[config.mk]
export PLATFORM = sky130hd
export DESIGN_NAME = fetch_ctrl
export DESIGN_NICKNAME = d
export VERILOG_FILES = /design/src/rtl/fetch_pkg.sv /design/src/rtl/fetch_ctrl.sv
export SDC_FILE = /design/constraint.sdc
export NUM_CORES = 1
export LEC_CHECK = 0
export ABC_CLOCK_PERIOD_IN_PS = 2810
export CAP_MARGIN = 5
export CELL_PAD_IN_SITES_DETAIL_PLACEMENT = 1
export CELL_PAD_IN_SITES_GLOBAL_PLACEMENT = 1
export CORE_MARGIN = 2
export CORE_UTILIZATION = 25
export DETAILED_ROUTE_END_ITERATION = 6
export PLACE_DENSITY = 0.69
export SLEW_MARGIN = 5
export SYNTH_ARGS = -nofsm -noshare
export SYNTH_HDL_FRONTEND = slang
export SYNTH_SLANG_ARGS = --single-unit
[constraint.sdc]
create_clock -name clk -period 2.81 [get_ports clk]
set_input_delay 0.281 -clock clk [delete_from_list [all_inputs] [get_ports clk]]
set_output_delay 0.281 -clock clk [all_outputs]
set_load 0.1 [all_outputs]
[src/rtl/fetch_pkg.sv]
// Shared types and helpers for the instruction-fetch sequencer.
package fetch_pkg;

    typedef enum logic [1:0] {
        REQ   = 2'd0,
        WAIT  = 2'd1,
        HOLD  = 2'd2,
        DRAIN = 2'd3
    } fetch_state_t;

    localparam logic [31:0] FETCH_RESET_PC = 32'hbfc0_0000;

    // Misaligned fetch, or a user-mode access to the kernel half of the map.
    function automatic logic exc_check(input logic [31:0] pc, input logic usermode);
        return (pc[1:0] != 2'b00) || (usermode && pc[31]);
    endfunction

endpackage

[src/rtl/fetch_ctrl.sv]
// Fetch-stage sequencer: owns the fetch PC and a single-outstanding
// instruction-bus handshake, with stall buffering and redirect draining.
module fetch_ctrl
    import fetch_pkg::*;
#(
    parameter logic [31:0] RESET_PC = FETCH_RESET_PC
) (
    input  logic        clk,
    input  logic        reset,
    input  logic        redirect_valid,
    input  logic [31:0] redirect_pc,
    input  logic        stall,
    input  logic        is_usermode,
    output logic        ireq_valid,
    output logic [31:0] ireq_addr,
    input  logic        ireq_ready,
    input  logic        iresp_valid,
    input  logic [31:0] iresp_data,
    output logic        out_valid,
    output logic [31:0] out_pc,
    output logic [31:0] out_pcplus4,
    output logic [31:0] out_instr,
    output logic        out_exc
);

    fetch_state_t state_r;
    fetch_state_t next_state_s;
    logic [31:0]  pc_r;
    logic [31:0]  next_pc_s;
    logic [31:0]  buf_r;
    logic         buf_load_s;
    logic         exc_s;
    logic         accept_s;

    assign exc_s       = exc_check(pc_r, is_usermode);
    assign ireq_addr   = pc_r;
    assign out_pc      = pc_r;
    assign out_pcplus4 = pc_r + 32'd4;
    assign accept_s    = out_valid && !stall;

    // Bus request and decode-side outputs; WAIT bypasses the response straight through.
    always_comb begin
        ireq_valid = 1'b0;
        out_valid  = 1'b0;
        out_exc    = 1'b0;
        out_instr  = 32'd0;
        case (state_r)
            REQ: begin
                if (exc_s) begin
                    out_valid = 1'b1;
                    out_exc   = 1'b1;
                end else begin
                    ireq_valid = 1'b1;
                end
            end
            WAIT: begin
                out_valid = iresp_valid;
                out_instr = iresp_data;
            end
            HOLD: begin
                out_valid = 1'b1;
                out_instr = buf_r;
            end
            DRAIN: begin
                out_valid = 1'b0;
            end
            default: begin
                out_valid = 1'b0;
            end
        endcase
    end

    // Next state and next PC; a redirect outranks every other event.
    always_comb begin
        next_state_s = state_r;
        next_pc_s    = pc_r;
        buf_load_s   = 1'b0;
        if (redirect_valid) begin
            next_pc_s = redirect_pc;
            case (state_r)
                REQ:     next_state_s = (ireq_valid && ireq_ready) ? DRAIN : REQ;
                WAIT:    next_state_s = iresp_valid ? REQ : DRAIN;
                HOLD:    next_state_s = REQ;
                // A response landing with the redirect still retires the outstanding request.
                DRAIN:   next_state_s = iresp_valid ? REQ : DRAIN;
                default: next_state_s = REQ;
            endcase
        end else if (accept_s) begin
            next_pc_s    = pc_r + 32'd4;
            next_state_s = REQ;
        end else begin
            case (state_r)
                REQ: begin
                    if (ireq_valid && ireq_ready) begin
                        next_state_s = WAIT;
                    end else begin
                        next_state_s = REQ;
                    end
                end
                WAIT: begin
                    if (iresp_valid) begin
                        buf_load_s   = 1'b1;
                        next_state_s = HOLD;
                    end else begin
                        next_state_s = WAIT;
                    end
                end
                HOLD: begin
                    next_state_s = HOLD;
                end
                DRAIN: begin
                    if (iresp_valid) begin
                        next_state_s = REQ;
                    end else begin
                        next_state_s = DRAIN;
                    end
                end
                default: begin
                    next_state_s = REQ;
                end
            endcase
        end
    end

    // State and PC registers.
    always_ff @(posedge clk or posedge reset) begin
        if (reset) begin
            state_r <= REQ;
            pc_r    <= RESET_PC;
        end else begin
            state_r <= next_state_s;
            pc_r    <= next_pc_s;
        end
    end

    // Instruction buffer, loaded when a response arrives during a stall.
    always_ff @(posedge clk or posedge reset) begin
        if (reset) begin
            buf_r <= 32'd0;
        end else if (buf_load_s) begin
            buf_r <= iresp_data;
        end else begin
            buf_r <= buf_r;
        end
    end

endmodule

# Word-level counts from Yosys, hierarchy flattened
# Index checks and enable logic that the tools add are counted.
# word_totals
elab_cells	36
ramBits	0
latch_bits	0
rom_bits	0
n_memories	0
regBits	66
input_bits	71
output_inout_bits	131
# classes
add_sub_neg	1
order_cmp	0
shift	0
bitwise_logic	0
eq_ne	3
div_mod_pow	0
mul	0
n_mux	20
reduce_logical	9
# ops
cell	n
32-bit 2-to-1 mux	2
32-bit case mux with 2 select lines	1
32-bit by 3-bit adder with 32-bit output, second input constant	1
2-bit 2-to-1 mux	5
1-bit 2-to-1 mux	9
2-bit case mux with 4 select lines	1
2-bit case mux with 3 select lines	1
2-bit equality test, second input constant	2
1-bit case mux with 4 select lines	1
2-bit nonzero test	2
1-bit logical AND	3
2-bit by 1-bit equality test with 1-bit output, second input constant	1
2-bit logical NOT	1
2-bit OR reduction	1
1-bit logical NOT	1
1-bit logical OR	1

# Logic depth before layout (Yosys ltp)
# logic_depth
ltp_word	9
ltp_mapped	9
ltp_nobuf	6

# Worst setup path after synthesis
# No wires, ideal clock.
# synth_path
path_type	register to output
from	register pc_r[4] (netlist: ireq_addr[4])
to	output port out_pcplus4[29]
n_path_buf	2
required_ps	2529
slack_ps	-1241
arrival_time_ps	3770
path_stages_with_launch	7
cell_sequence	dfrtp_1 -> buf_4 -> nand4_4 -> or4_4 -> buf_6 -> nor4_2 -> xor2_1
# synth_via
elab_chain_len	1
# synth_lines
item	line_no	rtl
start: declaration	fetch_ctrl.sv:28	logic [31:0] pc_r;
start signal: assignment	fetch_ctrl.sv:132	pc_r <= next_pc_s;
32-bit by 3-bit adder with 32-bit output	fetch_ctrl.sv:38	assign out_pcplus4 = pc_r + 32'd4;
end: declaration	fetch_ctrl.sv:21	output logic [31:0] out_pcplus4,
# Every way passes these cells.

# Worst setup path in the final report
# layout_path
from	register pc_r[22] (netlist: ireq_addr[22])
to	output port out_pcplus4[31]
# The elaborated chain is that of the path after synthesis.

==> run metrics <==
Slew HR=0.430; most frequent cell after synthesis=dfrtp_1; skew final=0.00608 ns; share of layout cells above drive strength 1=0.441; Setup WS post-layout=0.0837 ns; DRC=0; Post-synth EDFFs=0; Area after DPL=7550 um^2; status=finished, final reports clean; post-route core utilization=0.440; CTS tree=built; post-synth top area share=0.306; hold_ws=0.380 ns; slowest cell on the critical path=dfstp_4; LEAKAGE=3.14 nW; DIE HEIGHT=141 um; # setup viols final=0; Worst path max stage delay=0.62 ns; initial detailed-routing violation count=222; vias per cell=5.18; CP Max Fanout=6; antenna violations before repair=0; Fmax=367 MHz; CP endpoint kind=output port; GPL Wtd Cong=0.791; cell family with most CP delay=simple AND/OR/NAND/NOR gates; sequential share of the synthesized area=0.357; row count=49; ys flop type=dfrtp_1; fraction of registers with async set/reset=1.00; CTS Buf Count=9; worst-path cell chain=nand3_2, or4_4, buf_4, nor4_4, xor2_4, buf_12; Final Hold Viols=0; die width=141 um; Critical Path Start Type=register; crit path DAT=2.45 ns; max cap viols=0; Area growth syn-to-layout=71.1%; Ant. Diodes=0; I/O pin count=202; R2R depth=7; RR Endpoint=ireq_addr[19]; gr ovfl total=0; Final HPWL DP=13100 um; RSZ-0062 raised after global routing=yes; library cells used by synthesis=49; pin count of the biggest net entering global routing=39; I/O Buffers=201; clock latency at the later pin of the worst-skew pair=0.34 ns; synth cell count leaders=dfrtp_1 (57), nor2b_1 (38), buf_4 (36); P per Cell Area=594 nW/um^2; Design Area, Final=7980 um^2; total core area=18100 um^2; total track usage=0.178; syn avg cell area=9.23 um^2; syn nets=582; reg2reg setup slack=0.43 ns; root buf cell=clkbuf_16; DR pass1 iterations=4; max-slew violation count=0; Synth area leaders=dfrtp_1 (31%), mux2_2 (8.2%), buf_4 (5.8%); Final min period=2.73 ns; H-tree depth=3; period utilisation layout=0.970; initial core utilization=0.257; Min-Delay Path Class=primary input to async pin; Synth warnings=0; maximum VDD drop=0.539 mV; CP bufs+invs=2; Tightest Pin Transition=0.855 ns; Sink Count=66; CTS Hold Bufs=0; ANT nets after route=0; pre-CTS setup slack=0.274 ns; Synth Instances=505; Clock transition at path regs=0.06 ns; nets@finish=759; CP required=2.53 ns; worst r2r src=state_r[0]; Crit Path Category=register to output port; vias in the first global route=4924; post-DR wirelength/cell=19.5 um; Yosys reg bits=66; total power=4.74 mW; Longest Clk Path Bufs=2; Mapped Area=4660 um^2; Total Wirelength=17900 um; Die Area=19800 um^2; Via Count=4743; first-pass GRT wire length=28000 um; most area-hungry cell type in the Yosys netlist=dfrtp_1
## per-layer routing
layer | vias to the layer above | global-route usage | wire [um]
met4 | 0 | 0.0542 | 252
met2 | 137 | 0.308 | 9140
met1 | 2393 | 0.232 | 7770
li1 | 2194 | - | -
met3 | 19 | 0.0256 | 711
met5 | - | 0 | 0
## how the worst max path moves through the flow
stage                  start         endpoint  slack, ns  cells past startpoint
2_1_floorplan   ireq_addr[4]  out_pcplus4[29]      -0.21                      6
3_3_place_gp    ireq_addr[2]  out_pcplus4[26]       0.31                      7
3_5_place_dp   ireq_addr[22]  out_pcplus4[29]       0.27                      5
4_1_cts        ireq_addr[22]  out_pcplus4[31]      -0.02                      6
5_1_grt         ireq_addr[3]  out_pcplus4[26]     -0.003                      7
6_report       ireq_addr[22]  out_pcplus4[31]       0.08                      6
## worst register-to-register path, cell delays in order (launching register included)
cell and delay [ns]:
dfrtp_1 0.40, inv_1 0.12, ha_1 0.30, a211oi_2 0.14
a211o_1 0.30, buf_4 0.26, or4_1 0.55, a31oi_1 0.21
## cells by family (layout without fill, tap and decap cells)
logic type                 after synthesis  after routing  share of synthesized area
and+or+nand+nor                        186            186                      0.231
AOI/OAI and AO/OA                      102            102                      0.159
muxes                                   35             35                     0.0843
buffers and inverters                   82            264                      0.100
DFF                                     66             66                      0.357
xor gates and xnor gates                28             28                     0.0526
adders and majority gates                6              6                     0.0161
## sequential cells by signal (all words and copies together) (netlist names)
name and count:
ireq_addr 32, buf_r 32, state_r 2
## where the power goes
| part | internal, mW | switching [mW] |
|---|---|---|
| registers | 1.14 | 0.186 |
| clock network | 0.603 | 0.470 |
| logic | 0.684 | 1.66 |
| total | 2.42 | 2.32 |
## cell usage in the layout, fill, tap and decap left out, types with 20 or more instances in the layout
master	synthesis	final
buf_12	0	56
dfrtp_2	0	20
a22oi_1	34	34
clkdlybuf4s50_1	0	69
nor2_1	21	21
buf_4	36	114
dfrtp_1	57	37
nor2b_1	38	37
nand3_1	25	22
mux2_2	34	34
nand2_1	27	26
## area by class of cell
cell class,instances,area (um^2)
multi-input combinational,357,3020
sequential,66,1690
timing repair buffer,240,2670
fill,2003,10200
inverter,8,30.0
tap,229,287
clock buffer,9,225
clock inverter,7,53.8
## repair_timing
| action | CTS | global route |
|---|---|---|
| buffers inserted | 4 | 11 |
| pin swaps | 1 | 2 |
| resized for setup | 5 | 2 |
| endpoints found under the setup margin | 4 | 4 |
## per-stage QoR
| step | TNS, ns | cells |
|---|---|---|
| floorplan | -0.423 | 505 |
| global placement | 0 | 885 |
| detailed placement | 0 | 885 |
| CTS | -0.0215 | 905 |
| global route | -0.00346 | 916 |
| finish | 0 | 916 |
Power figures use the tool's default switching activity.
